===== src/rtl/cdb_arbiter.sv =====
// Common data bus arbiter: one holding slot per functional unit, round-robin grant, ROB-relative flush.
// Optional CDB_ARBITER_MISPREDICT_PRIORITY_EN lets mispredicting results jump the round-robin order.
module cdb_arbiter #(
   parameter int XLEN          = 32,
   parameter int N_PORTS       = 4,
   parameter int ROB_BUF_SIZE  = 16,
   parameter int ROB_TAG_WIDTH = $clog2(ROB_BUF_SIZE) + 2
) (
   input  logic                             clk,
   input  logic                             reset,
   input  logic [N_PORTS-1:0]               fu_valid,
   output logic [N_PORTS-1:0]               fu_ready,
   input  logic [N_PORTS*XLEN-1:0]          fu_data,
   input  logic [N_PORTS*ROB_TAG_WIDTH-1:0] fu_rob_tag,
   input  logic [N_PORTS-1:0]               fu_exception,
   input  logic [N_PORTS-1:0]               fu_branch_mispredict,
   input  logic                             flush,
   input  logic [ROB_TAG_WIDTH-1:0]         flush_start_tag,
   input  logic [ROB_TAG_WIDTH-1:0]         rob_head,
   output logic                             cdb_valid,
   output logic [XLEN-1:0]                  cdb_data,
   output logic [ROB_TAG_WIDTH-1:0]         cdb_rob_tag,
   output logic                             cdb_exception,
   output logic                             branch_mispredict
);

   localparam int IW = (ROB_BUF_SIZE > 1) ? $clog2(ROB_BUF_SIZE) : 1;
   localparam int PW = (N_PORTS > 1) ? $clog2(N_PORTS) : 1;
   localparam int TW = ROB_TAG_WIDTH;

   logic [N_PORTS-1:0]  slot_valid;
   logic [XLEN-1:0]     slot_data [N_PORTS];
   logic [TW-1:0]       slot_tag  [N_PORTS];
   logic [N_PORTS-1:0]  slot_exc;
   logic [N_PORTS-1:0]  slot_mis;

   logic [PW-1:0]       last_grant;
   logic [N_PORTS-1:0]  slot_kill;
   logic [N_PORTS-1:0]  in_kill;
   logic [N_PORTS-1:0]  eligible;
   logic [N_PORTS-1:0]  grant;
   logic [N_PORTS-1:0]  take;
   logic                grant_any;
   logic [PW-1:0]       grant_idx;
   logic [PW-1:0]       cand_idx;
   logic [IW-1:0]       flush_age;

   // Only the ROB index bits take part in age arithmetic; the wrap bits are ignored.
   logic unused_tag_bits;
   assign unused_tag_bits = ^{rob_head[TW-1:IW], flush_start_tag[TW-1:IW]};

   assign flush_age = flush_start_tag[IW-1:0] - rob_head[IW-1:0];

   for (genvar gi = 0; gi < N_PORTS; gi++) begin : g_port
      logic [IW-1:0] slot_age;
      logic [IW-1:0] in_age;
      assign slot_age      = slot_tag[gi][IW-1:0] - rob_head[IW-1:0];
      assign in_age        = fu_rob_tag[gi*TW +: IW] - rob_head[IW-1:0];
      assign slot_kill[gi] = flush && (slot_age >= flush_age);
      assign in_kill[gi]   = flush && (in_age >= flush_age);
      assign eligible[gi]  = slot_valid[gi] && !slot_kill[gi];
      assign grant[gi]     = grant_any && (grant_idx == PW'(gi));
      assign fu_ready[gi]  = !slot_valid[gi] || grant[gi];
      assign take[gi]      = fu_valid[gi] && fu_ready[gi] && !in_kill[gi];
   end

   always_comb begin
      grant_any = 1'b0;
      grant_idx = '0;
      cand_idx  = '0;
      for (int k = 1; k <= N_PORTS; k++) begin
         cand_idx = PW'((int'(last_grant) + k) % N_PORTS);
         if (!grant_any && eligible[cand_idx]) begin
            grant_any = 1'b1;
            grant_idx = cand_idx;
         end
      end
`ifdef CDB_ARBITER_MISPREDICT_PRIORITY_EN
      // Descending scan so the lowest-index mispredicting slot wins.
      for (int i = N_PORTS - 1; i >= 0; i--) begin
         if (eligible[PW'(i)] && slot_mis[PW'(i)]) begin
            grant_any = 1'b1;
            grant_idx = PW'(i);
         end
      end
`else
`endif
   end

   always_ff @(posedge clk or posedge reset) begin
      if (reset) begin
         slot_valid <= '0;
      end else begin
         for (int i = 0; i < N_PORTS; i++) begin
            if (take[i])
               slot_valid[i] <= 1'b1;
            else if (grant[i] || slot_kill[i])
               slot_valid[i] <= 1'b0;
         end
      end
   end

   // Payload is qualified by slot_valid, so it needs no reset.
   always_ff @(posedge clk) begin
      for (int i = 0; i < N_PORTS; i++) begin
         if (take[i]) begin
            slot_data[i] <= fu_data[i*XLEN +: XLEN];
            slot_tag[i]  <= fu_rob_tag[i*TW +: TW];
            slot_exc[i]  <= fu_exception[i];
            slot_mis[i]  <= fu_branch_mispredict[i];
         end
      end
   end

   always_ff @(posedge clk or posedge reset) begin
      if (reset) begin
         last_grant        <= PW'(N_PORTS - 1);
         cdb_valid         <= 1'b0;
         cdb_data          <= '0;
         cdb_rob_tag       <= '0;
         cdb_exception     <= 1'b0;
         branch_mispredict <= 1'b0;
      end else if (grant_any) begin
         last_grant        <= grant_idx;
         cdb_valid         <= 1'b1;
         cdb_data          <= slot_data[grant_idx];
         cdb_rob_tag       <= slot_tag[grant_idx];
         cdb_exception     <= slot_exc[grant_idx];
         branch_mispredict <= slot_mis[grant_idx];
      end else begin
         cdb_valid         <= 1'b0;
         cdb_data          <= '0;
         cdb_rob_tag       <= '0;
         cdb_exception     <= 1'b0;
         branch_mispredict <= 1'b0;
      end
   end

endmodule


===== config.mk =====
export PLATFORM = sky130hd
export DESIGN_NAME = cdb_arbiter
export DESIGN_NICKNAME = d
export VERILOG_FILES = /design/src/rtl/cdb_arbiter.sv
export SDC_FILE = /design/constraint.sdc
export NUM_CORES = 1
export LEC_CHECK = 0
export ABC_AREA = 1
export BUFFER_PORTS_ARGS = -buffer_cell sky130_fd_sc_hd__buf_2
export CAP_MARGIN = 20
export CORE_UTILIZATION = 49
export CTS_CLUSTER_DIAMETER = 120
export DETAILED_ROUTE_END_ITERATION = 6
export GPL_ROUTABILITY_DRIVEN = 0
export PLACE_DENSITY = 0.85
export SLEW_MARGIN = 20
export SYNTH_ARGS = -nofsm -noshare
export SYNTH_HDL_FRONTEND = slang
export SYNTH_SLANG_ARGS = --single-unit
export TNS_END_PERCENT = 100

===== constraint.sdc =====
create_clock -name clk -period 6.6 [get_ports clk]
set_input_delay 1.98 -clock clk [delete_from_list [all_inputs] [get_ports clk]]
set_output_delay 1.98 -clock clk [all_outputs]
set_load 0.1 [all_outputs]

==> results.ini, run 1 <==
[logic_synthesis]
syn_area_sq_mm=0.00986
synth-seq-cells=207
synthCells=942
synth_cell_types=31
avgSynthCellArea_sq_um=10.5
synth_nets=1173
ys_seq_area_share_pct=60.7
ys_warn_count=0

[die]
num_rows=51
start_util_pct=50.3
die-area_sq_mm=0.0207
die_y_microns=144
io_pins=224
core_sq_mm=0.0196
die_w_microns=144

[worst_setup_path]
worst-path-stages=22
r2r_slack_ns=1.23
crit_start=rob_head[1]
crit_family=simple AND/OR/NAND/NOR gates
critPathSlowestCell=ha_1
critPathRequiredTime_ns=4.62
path_max_fanout=7
crit_chain=buf_6, clkinvlp_4, buf_8, buf_4, ha_1, nand3_1, nand2_1, nand2_1, nand2_2, nand2_1, nand2_1, nand2_2, nand3_1, nand2_2, nand2_2, nand2_2, nor2_4, nand2_2, nand2_4, nand4_1, nand2_4, buf_12
slowest_delay_ns=0.27
startpoint_type=primary input
crit_type=in2out
worst_r2r_startpoint=slot_tag[2][0]
path_buf_inv=5
path_common_cell=nand2_2
critPathArrivalTime_ns=4.87
r2r_end=slot_valid[1]
crit_path_end=fu_ready[1]
reg2reg_depth=40
crit_path_end_kind=primary output

[clock_tree]
clkTransAtPathRegs_ns=0.06
clk_path_buf_depth=3
clk-insertion-delay-late_ns=0.52
cts_tree=done
cts-root-buf=clkbuf_16
cts_buffers=23
holdBufCountCts=0
cts_sinks=207
cts_max_level=1

[detailed_routing]
vias=8172
vias_per_cell=5.45
drc=0
drt_iter0_drc=604
wl_per_cell_microns=18.5
first_pass_iters=7
ant_nets=0
totalWireLength_microns=27800

[timing]
finalMaxSlewViolations=0
fin_crit_ns=6.85
hold_viol_final=0
worst_slew_pin_slew_ns=0.867
tns_ns=-0.836
setup_ws_ns=-0.250
rsz0062_at_grt=true
maxSlewHeadroom_pct=42.2
fin_crit_sh_pct=104
fin_skew_ns=0.0148
fmax_ghz=0.146
finalSetupViolations=4

[layout]
mostFrequentLayoutCell=nand2_1
fin_area_sq_mm=0.0129
area_delta_synth_final_pct=31.1
final_cell_mix=324 x nand2_1, 212 x buf_2, 160 x edfxtp_1, 81 x nand4_1, 58 x buf_4
num-nets-final=1444
drive_above_1_share_pct=32.5

[flow_run]
drv_cap=0

[global_routing]
grt_usage_pct=26.9
grt-ovfl-total=0
antenna_found_initial=4
grt_pass1_wl_microns=41900
grt_max_degree=77
first_global_vias=8241

[place]
hpwlAfterDp_microns=17800
pre_cts_ws_ns=-0.383
postPlaceCellArea_sq_mm=0.0116
numPortBuffers=219

[worst_hold_path]
hold_path.class=reg2reg

[status]
status=complete, but fails checks
violations=setup timing

[Yosys cell counts (all sizes together)]
| library cell | number | area share [%] |
|---|---|---|
| nand2 | 354 | 14 |
| edfxtp | 160 | 49 |
| nand4 | 81 | 5.1 |
| inv | 58 | 2.2 |
| a21oi | 57 | 2.9 |
| dfrtp | 45 | 11 |
| ha | 43 | 5.5 |
| nand3 | 37 | 2.0 |
| buf | 31 | 2.0 |
| clkbuf | 17 | 0.65 |
| xnor2 | 12 | 1.1 |
| o21ai | 11 | 0.56 |
| fa | 9 | 1.8 |
| xor2 | 9 | 0.80 |
| nor2 | 8 | 0.33 |
| a221o | 2 | 0.20 |
| dfstp | 2 | 0.53 |
| maj3 | 2 | 0.20 |
| o22ai | 2 | 0.13 |
| a31oi | 1 | 0.064 |
| o211ai | 1 | 0.076 |
[through the flow]
| stage | cells | util [%] | hold slack [ns] |
|---|---|---|---|
| 6_report | 1500 | 66.0 | 0.598 |
| 5_1_grt | 1499 | 65.9 | 0.636 |
| 4_1_cts | 1495 | 65.4 | 0.598 |
| 3_5_place_dp | 1423 | 59.1 | 0.582 |
| 3_3_place_gp | 1423 | 59.1 | 0.554 |
| 2_1_floorplan | 942 | - | 0.537 |
[registers in the layout (all words and copies together), names as in the netlist, 2 cells and up]
name / cells
slot_tag: 24
cdb_data: 32
last_grant: 2
cdb_rob_tag: 6
slot_valid: 4
slot_data: 128
slot_mis: 4
slot_exc: 4
[worst min-delay path: stages, from the launching register on]
cell,delay [ns]
edfxtp_1,0.35
nand2_1,0.07
nand2_1,0.05
nand2_1,0.05
a21oi_1,0.05
[area by class of cell]
| class | count | area [sq um] |
|---|---|---|
| Sequential cell | 207 | 5980 |
| Antenna cell | 5 | 12.5 |
| Inverter | 58 | 228 |
| Clock inverter | 14 | 228 |
| Timing Repair Buffer | 294 | 1860 |
| Tap cell | 265 | 332 |
| Fill cell | 1432 | 6670 |
| Multi-Input combinational cell | 629 | 3670 |
| Clock buffer | 28 | 604 |
[worst min-delay path by stage]
stage                                start       endpoint  slack (ns)  depth (start not counted)
after global placement       slot_valid[0]  slot_valid[0]        0.55                          2
final                     slot_data[2][16]   cdb_data[16]        0.60                          4
after CTS                 slot_data[2][16]   cdb_data[16]        0.60                          4
after global routing      slot_data[2][20]   cdb_data[20]        0.64                          4
after floorplan              slot_valid[0]  slot_valid[0]        0.54                          2
after detailed placement     slot_valid[0]  slot_valid[0]        0.58                          2
[layer usage]
layer | routed length (microns) | share of wire, % | GRT usage [%] | vias to the layer above
met5 | 0 | 0 | 0 | -
met4 | 1170 | 4.2 | 12.9 | 0
met3 | 1880 | 6.8 | 4.47 | 102
met2 | 13900 | 50 | 46.2 | 426
met1 | 10800 | 39 | 33.0 | 3854
li1 | - | - | - | 3790
[kinds of logic after synthesis]
logic type | after synthesis | share of synthesized area [%]
buffers and inverters | 106 | 4.89
adder cells (fa/ha/maj) | 54 | 7.49
AO/OA/AOI/OAI | 74 | 3.92
flip-flops | 207 | 60.7
AND/OR/NAND/NOR | 480 | 21.1
XOR/XNOR | 21 | 1.94
[timing repair]
item / in CTS / in global routing
buffers inserted: 30 / 1
endpoints found under the hold margin: 0 / 0
pin swaps: 31 / 24
resized for setup: 44 / 25
endpoints found under the setup margin: 4 / 5
Power of run 1 is not shown: default switching activity piles up to over one toggle a cycle in this logic, so the estimate is an artifact.
==> run 2: changes to the inputs <==
--- a/config.mk
+++ b/config.mk
@@ -5,15 +5,14 @@
 export SDC_FILE = /design/constraint.sdc
 export NUM_CORES = 1
 export LEC_CHECK = 0
-export ABC_AREA = 1
 export BUFFER_PORTS_ARGS = -buffer_cell sky130_fd_sc_hd__buf_2
 export CAP_MARGIN = 20
 export CORE_UTILIZATION = 49
 export CTS_CLUSTER_DIAMETER = 120
 export DETAILED_ROUTE_END_ITERATION = 6
 export GPL_ROUTABILITY_DRIVEN = 0
-export PLACE_DENSITY = 0.85
-export SLEW_MARGIN = 20
+export PLACE_DENSITY = 0.86
+export SLEW_MARGIN = 15
 export SYNTH_ARGS = -nofsm -noshare
 export SYNTH_HDL_FRONTEND = slang
 export SYNTH_SLANG_ARGS = --single-unit
==> results.ini, run 2 <==
[power]
power.density_mw_per_mm2=577
power_leakage_uw=0.00506
power_uw=6960
vdd_drop_max_uv=338

[logic_synthesis]
syn_area_sq_mm=0.00929  ; -5.8%
synthFlopType=edfxtp_1
yosysTopAreaCell=edfxtp_1
ys_warn_count=0  ; unchanged
synth_edf_count=160  ; unchanged
ys_seq_area_share_pct=64.4  ; +3.7 points
synthCells=594  ; -37%
synth_area_leaders=edfxtp_1 52%, dfrtp_1 12%, mux2i_1 8.6%
synth_async_sr_flop_share_pct=22.7  ; unchanged
yosysMostFrequentCell=edfxtp_1
avgSynthCellArea_sq_um=15.6  ; +49%
synth_cell_types=65  ; +110%
synth_top_area_share_pct=51.7  ; +3.0 points
synth_nets=825  ; -30%
synth_common_cells=160 x edfxtp_1, 80 x mux2i_1, 45 x dfrtp_1
synth-seq-cells=207  ; unchanged

[detailed_routing]
totalWireLength_microns=22200  ; -20%
vias=6064  ; -26%
first_pass_iters=5  ; -2
ant_nets=0  ; unchanged
vias_per_cell=5.38  ; -1.2%
drc=0  ; unchanged
wl_per_cell_microns=19.7  ; +6.4%
drt_iter0_drc=393  ; -35%

[layout]
num-nets-final=1110  ; -23%
area_delta_synth_final_pct=29.9
mostFrequentLayoutCell=buf_2
final_cell_mix=212 x buf_2, 160 x edfxtp_1, 80 x mux2i_1, 57 x buf_4, 45 x dfrtp_1
regMostFlops=slot_data
biggestRegsByFlops=slot_data: 128 flops, cdb_data: 32 flops, slot_tag: 24 flops
largest_register_ffs=128  ; unchanged
drive_above_1_share_pct=41.4  ; +8.9 points

[clock_tree]
cts_buffers=22  ; -4.3%
cts_max_level=1  ; unchanged
cts-root-buf=clkbuf_16
clkTransAtPathRegs_ns=0.06  ; about the same
cts_tree=done
cts_sinks=207  ; unchanged
clk_path_buf_depth=3  ; unchanged
clk-insertion-delay-late_ns=0.51  ; about the same
holdBufCountCts=0  ; unchanged

[timing]
finalMaxSlewViolations=0  ; unchanged
maxSlewHeadroom_pct=46.3  ; +4.1 points
fin_crit_ns=7.06  ; +0.210 ns
fmax_ghz=0.142  ; -3.0%
hold_viol_final=0  ; unchanged
setup_ws_ns=-0.460  ; -0.210 ns
fin_crit_sh_pct=107  ; +3.2 points
worst_slew_pin_slew_ns=0.805  ; -0.0619 ns
fin_skew_ns=0.0196  ; +0.00476 ns
tns_ns=-1.79  ; -0.958 ns
finalSetupViolations=4  ; unchanged
rsz0062_at_grt=true

[die]
die_w_microns=140  ; -2.9%
die_y_microns=140  ; -2.9%
die-area_sq_mm=0.0195  ; -5.7%
core_sq_mm=0.0183  ; -6.7%
num_rows=49  ; -3.9%
start_util_pct=50.8  ; +0.53 points
io_pins=224  ; unchanged

[worst_setup_path]
r2r_slack_ns=1.65  ; +0.42 ns
crit_start=rob_head[0]
worst_r2r_startpoint=slot_tag[1][0]
reg2reg_depth=15  ; -63%
crit_type=in2out
path_max_fanout=6  ; -1
critPathArrivalTime_ns=5.08  ; +0.21 ns
slowest_delay_ns=0.41  ; +0.14 ns
critPathRequiredTime_ns=4.62  ; about the same
r2r_end=cdb_rob_tag[3]
crit_path_end=fu_ready[2]
crit_chain=buf_12, buf_4, ha_2, inv_1, fa_1, ha_1, a21o_1, maj3_1, a21o_1, o221a_4, o211ai_1, buf_4, nand3_2, o21ai_4, buf_12
critPathSlowestCell=fa_1
startpoint_type=primary input
crit_path_end_kind=primary output

[global_routing]
antenna_found_initial=3  ; -1
grt-ovfl-total=0  ; unchanged
grt_pass1_wl_microns=34000  ; -19%
grt_usage_pct=22.9  ; -4.1 points
grt_max_degree=48  ; -38%
first_global_vias=6592  ; -20%

[status]
status=complete, but fails checks
violations=setup timing

[place]
hpwlAfterDp_microns=14800  ; -17%
numPortBuffers=219  ; unchanged

[worst_hold_path]
hold_path.class=reg2reg

[flow_run]
drv_cap=0  ; unchanged

## run 2: cells by family (layout without fill, tap and decap cells)
group                      count (synthesis)  count (layout)  share of synthesized area [%]
other                                      0               4                              0
adders and majority gates                 60              60                           8.61
AOI/OAI and AO/OA                        122             122                           9.62
muxes                                     80              80                           8.62
xor gates and xnor gates                  16              16                           1.51
buffers and inverters                     53             353                           3.84
DFF                                      207             207                           64.4
and+or+nand+nor                           56              56                           3.39
## run 2: how the worst min path moves through the flow
stage	start	to	slack, ns	cells past startpoint
3_3_place_gp	last_grant[0]	last_grant[0]	0.47	2
5_1_grt	last_grant[0]	last_grant[0]	0.49	2
3_5_place_dp	last_grant[0]	last_grant[0]	0.47	2
2_1_floorplan	last_grant[0]	last_grant[0]	0.45	2
4_1_cts	last_grant[0]	last_grant[0]	0.48	2
6_report	last_grant[0]	last_grant[0]	0.48	2
## run 2: per-layer routing
layer | vias to the layer above | global-route usage, % | part of all wire (%)
li1 | 2859 | - | -
met1 | 2943 | 27.9 | 41
met2 | 212 | 40.5 | 51
met3 | 50 | 3.68 | 4.8
met4 | 0 | 8.85 | 3.1
met5 | - | 0 | 0
## run 2: per-stage QoR
step	cell area [sq um]	util [%]	instances	hold slack [ns]	worst slack [ns]
2_1_floorplan	9390	-	594	0.449	-0.822
3_3_place_gp	11100	60.6	1072	0.467	-0.532
3_5_place_dp	11100	60.6	1072	0.466	-0.567
4_1_cts	12000	65.7	1119	0.478	-0.480
5_1_grt	12100	66.0	1126	0.493	-0.579
6_report	12100	66.0	1127	0.477	-0.460
## run 2: worst max-delay path, delay by kind of cell
| family | cells | cell delay [ns] |
|---|---|---|
| AND/OR/NAND/NOR | 1 | 0.11 |
| buffers and inverters | 5 | 0.68 |
| adder cells (fa/ha/maj) | 4 | 1.21 |
| AO/OA/AOI/OAI | 5 | 1.09 |
## run 2: what timing repair did
| item | 4_1_cts | 5_1_grt |
|---|---|---|
| setup endpoints to repair | 4 | 4 |
| hold endpoints to repair | 0 | 0 |
| pin swaps | 20 | 9 |
| setup buffers | 8 | 4 |
| gates resized for setup | 28 | 4 |
## run 2: final cells by class
| cell class | instances | area (sq um) |
|---|---|---|
| well taps | 229 | 287 |
| fillers | 1264 | 6210 |
| diodes | 4 | 10.0 |
| clock inverters | 7 | 123 |
| clock buffers | 32 | 608 |
| flip-flops and latches | 207 | 5980 |
| repair buffers | 285 | 1770 |
| inverters | 29 | 121 |
| multi-input cells | 334 | 3160 |
## run 2: report_power, final
part / total [uW] / switching (uW) / internal, uW
logic: 3720 / 2530 / 1190
registers: 2010 / 125 / 1880
clock network: 1240 / 479 / 757
Power figures use the tool's default switching activity.
==> run 3: changes to the inputs <==
--- a/config.mk
+++ b/config.mk
@@ -5,7 +5,7 @@
 export SDC_FILE = /design/constraint.sdc
 export NUM_CORES = 1
 export LEC_CHECK = 0
-export BUFFER_PORTS_ARGS = -buffer_cell sky130_fd_sc_hd__buf_2
+export BUFFER_PORTS_ARGS = -buffer_cell sky130_fd_sc_hd__clkbuf_2
 export CAP_MARGIN = 20
 export CORE_UTILIZATION = 49
 export CTS_CLUSTER_DIAMETER = 120
==> results.ini, run 3 (synthesized netlist as in run 2, its figures left out) <==
[status]
status=complete, but fails checks
violations=setup timing

[die]
die_w_microns=140  ; unchanged
core_sq_mm=0.0183  ; unchanged
start_util_pct=50.8  ; unchanged
io_pins=224  ; unchanged
die_y_microns=140  ; unchanged
die-area_sq_mm=0.0195  ; unchanged
num_rows=49  ; unchanged

[global_routing]
first_global_vias=6377  ; -3.3%
grt_usage_pct=22.9  ; +0.061 points
grt-ovfl-total=0  ; unchanged
grt_pass1_wl_microns=33900  ; -0.20%
grt_max_degree=54  ; +13%
antenna_found_initial=0  ; -3

[layout]
fillers=1261  ; -0.24%
diodes=0  ; -4
mostFrequentLayoutCell=clkbuf_2
drive_above_1_share_pct=40.8  ; -0.55 points
largest_register_ffs=128  ; unchanged
area_delta_synth_final_pct=28.8
regMostFlops=slot_data
final_cell_mix=213 x clkbuf_2, 160 x edfxtp_1, 80 x mux2i_1, 52 x buf_4, 45 x dfrtp_1
multi_input_comb_area_sq_mm=0.00316  ; about the same
ff_latch_area_sq_mm=0.00598  ; unchanged
biggestRegsByFlops=slot_data: 128 flops, cdb_data: 32 flops, slot_tag: 24 flops
num-nets-final=1105  ; -0.45%

[clock_tree]
cts_buffers=22  ; unchanged
clkTransAtPathRegs_ns=0.06  ; about the same
cts-root-buf=clkbuf_16
cts_max_level=1  ; unchanged
cts_sinks=207  ; unchanged
clk-insertion-delay-late_ns=0.50  ; about the same
holdBufCountCts=0  ; unchanged
clk_path_buf_depth=3  ; unchanged
cts_tree=done

[place]
numPortBuffers=219  ; unchanged
hpwlAfterDp_microns=15000  ; +1.2%
pre_cts_ws_ns=-0.563  ; +0.00404 ns

[detailed_routing]
totalWireLength_microns=22400  ; +0.78%
drc=0  ; unchanged
ant_nets=0  ; unchanged
first_pass_iters=5  ; unchanged
vias_per_cell=5.41  ; +0.49%
drt_iter0_drc=286  ; -27%
vias=6045  ; -0.31%
wl_per_cell_microns=20.0  ; +1.6%

[timing]
finalMaxSlewViolations=0  ; unchanged
fin_hold_ws_ns=0.480  ; +0.00329 ns
fmax_ghz=0.141  ; -0.50%
finalSetupViolations=4  ; unchanged
tns_ns=-1.91  ; -0.113 ns
hold_viol_final=0  ; unchanged
setup_ws_ns=-0.495  ; -0.0353 ns
maxSlewHeadroom_pct=37.9  ; -8.4 points
fin_skew_ns=0.0199  ; +0.000339 ns
fin_crit_ns=7.10  ; +0.0353 ns
worst_slew_pin_slew_ns=0.931  ; +0.126 ns
fin_crit_sh_pct=108  ; +0.53 points
rsz0062_at_grt=true

[worst_setup_path]
reg2reg_depth=15  ; unchanged
crit_path_end_kind=primary output
critPathRequiredTime_ns=4.62  ; about the same
critPathArrivalTime_ns=5.12  ; +0.04 ns
path_max_fanout=7  ; +1
startpoint_type=primary input
crit_type=in2out

[flow_run]
drv_cap=0  ; unchanged

[worst_hold_path]
hold_depth=2  ; unchanged
hold_path.class=reg2reg

[power]
power_leakage_uw=0.00504  ; -0.28%
vdd_drop_max_uv=472  ; +39%
power_uw=6860  ; -1.4%
power.density_mw_per_mm2=574  ; -0.63%

## run 3: cell types whose count changed in the layout (fill, tap and decap cells not counted), moves of 2 or more
cell and change:
buf_2 -212, buf_4 -5, bufinv_16 -2, clkbuf_2 +213, clkinvlp_4 +2, diode_2 -4, inv_4 -2, inv_6 +2
## run 3: layout make-up
class / count / share of cell area, %
flip-flops and latches: 207 / 50.0
multi-input cells: 334 / 26.4
repair buffers: 280 / 14.4
clock buffers: 31 / 5.05
well taps: 229 / 2.39
inverters: 29 / 0.972
clock inverters: 8 / 0.763
## run 3: what timing repair did
action / CTS / global route
resized for setup: 11 / 12
pin swaps: 8 / 3
setup buffers: 6 / 4
endpoints found under the setup margin: 4 / 4
## run 3: path summary, 6_finish.rpt
kind	start	end	slack (ns)
worst min-delay path	last_grant[0]	last_grant[0]	0.48
worst max register to register	slot_tag[2][0]	cdb_exception	1.78
min in group asynchronous	reset	cdb_data[16]	1.68
max in group asynchronous	reset	cdb_data[2]	4.47
worst max-delay path	rob_head[1]	fu_ready[3]	-0.50
worst min register to register	last_grant[0]	last_grant[0]	0.48
## run 3: metrics by stage
step                area [sq um]  utilization (%)  instances
finish                     12000             65.5       1118
global route               12000             65.5       1118
CTS                        11900             64.9       1114
detailed placement         11100             60.5       1069
global placement           11100             60.5       1069
floorplan                   9390                -        594
## run 3: critical path, stage by stage
cell	delay, ns
buf_6	0.08
clkinvlp_4	0.14
buf_12	0.18
fa_1	0.60
ha_4	0.21
a21o_1	0.16
maj3_2	0.37
o2111ai_2	0.24
nand4_4	0.16
buf_6	0.16
a2bb2oi_2	0.16
and3_4	0.18
buf_12	0.13
o21ai_4	0.16
buf_12	0.20
## run 3: routing by layer
layer	routed length (microns)	track usage, %	up-vias
met5	0	0	-
met4	770	8.21	0
met3	1200	3.89	55
met2	11600	40.8	227
met1	8820	28.0	2918
li1	-	-	2845
## run 3: where the power goes
group | switching [uW] | internal, uW | leakage, uW
logic | 2500 | 1170 | 0.00265
clock network | 497 | 685 | 0.000328
registers | 131 | 1880 | 0.00206
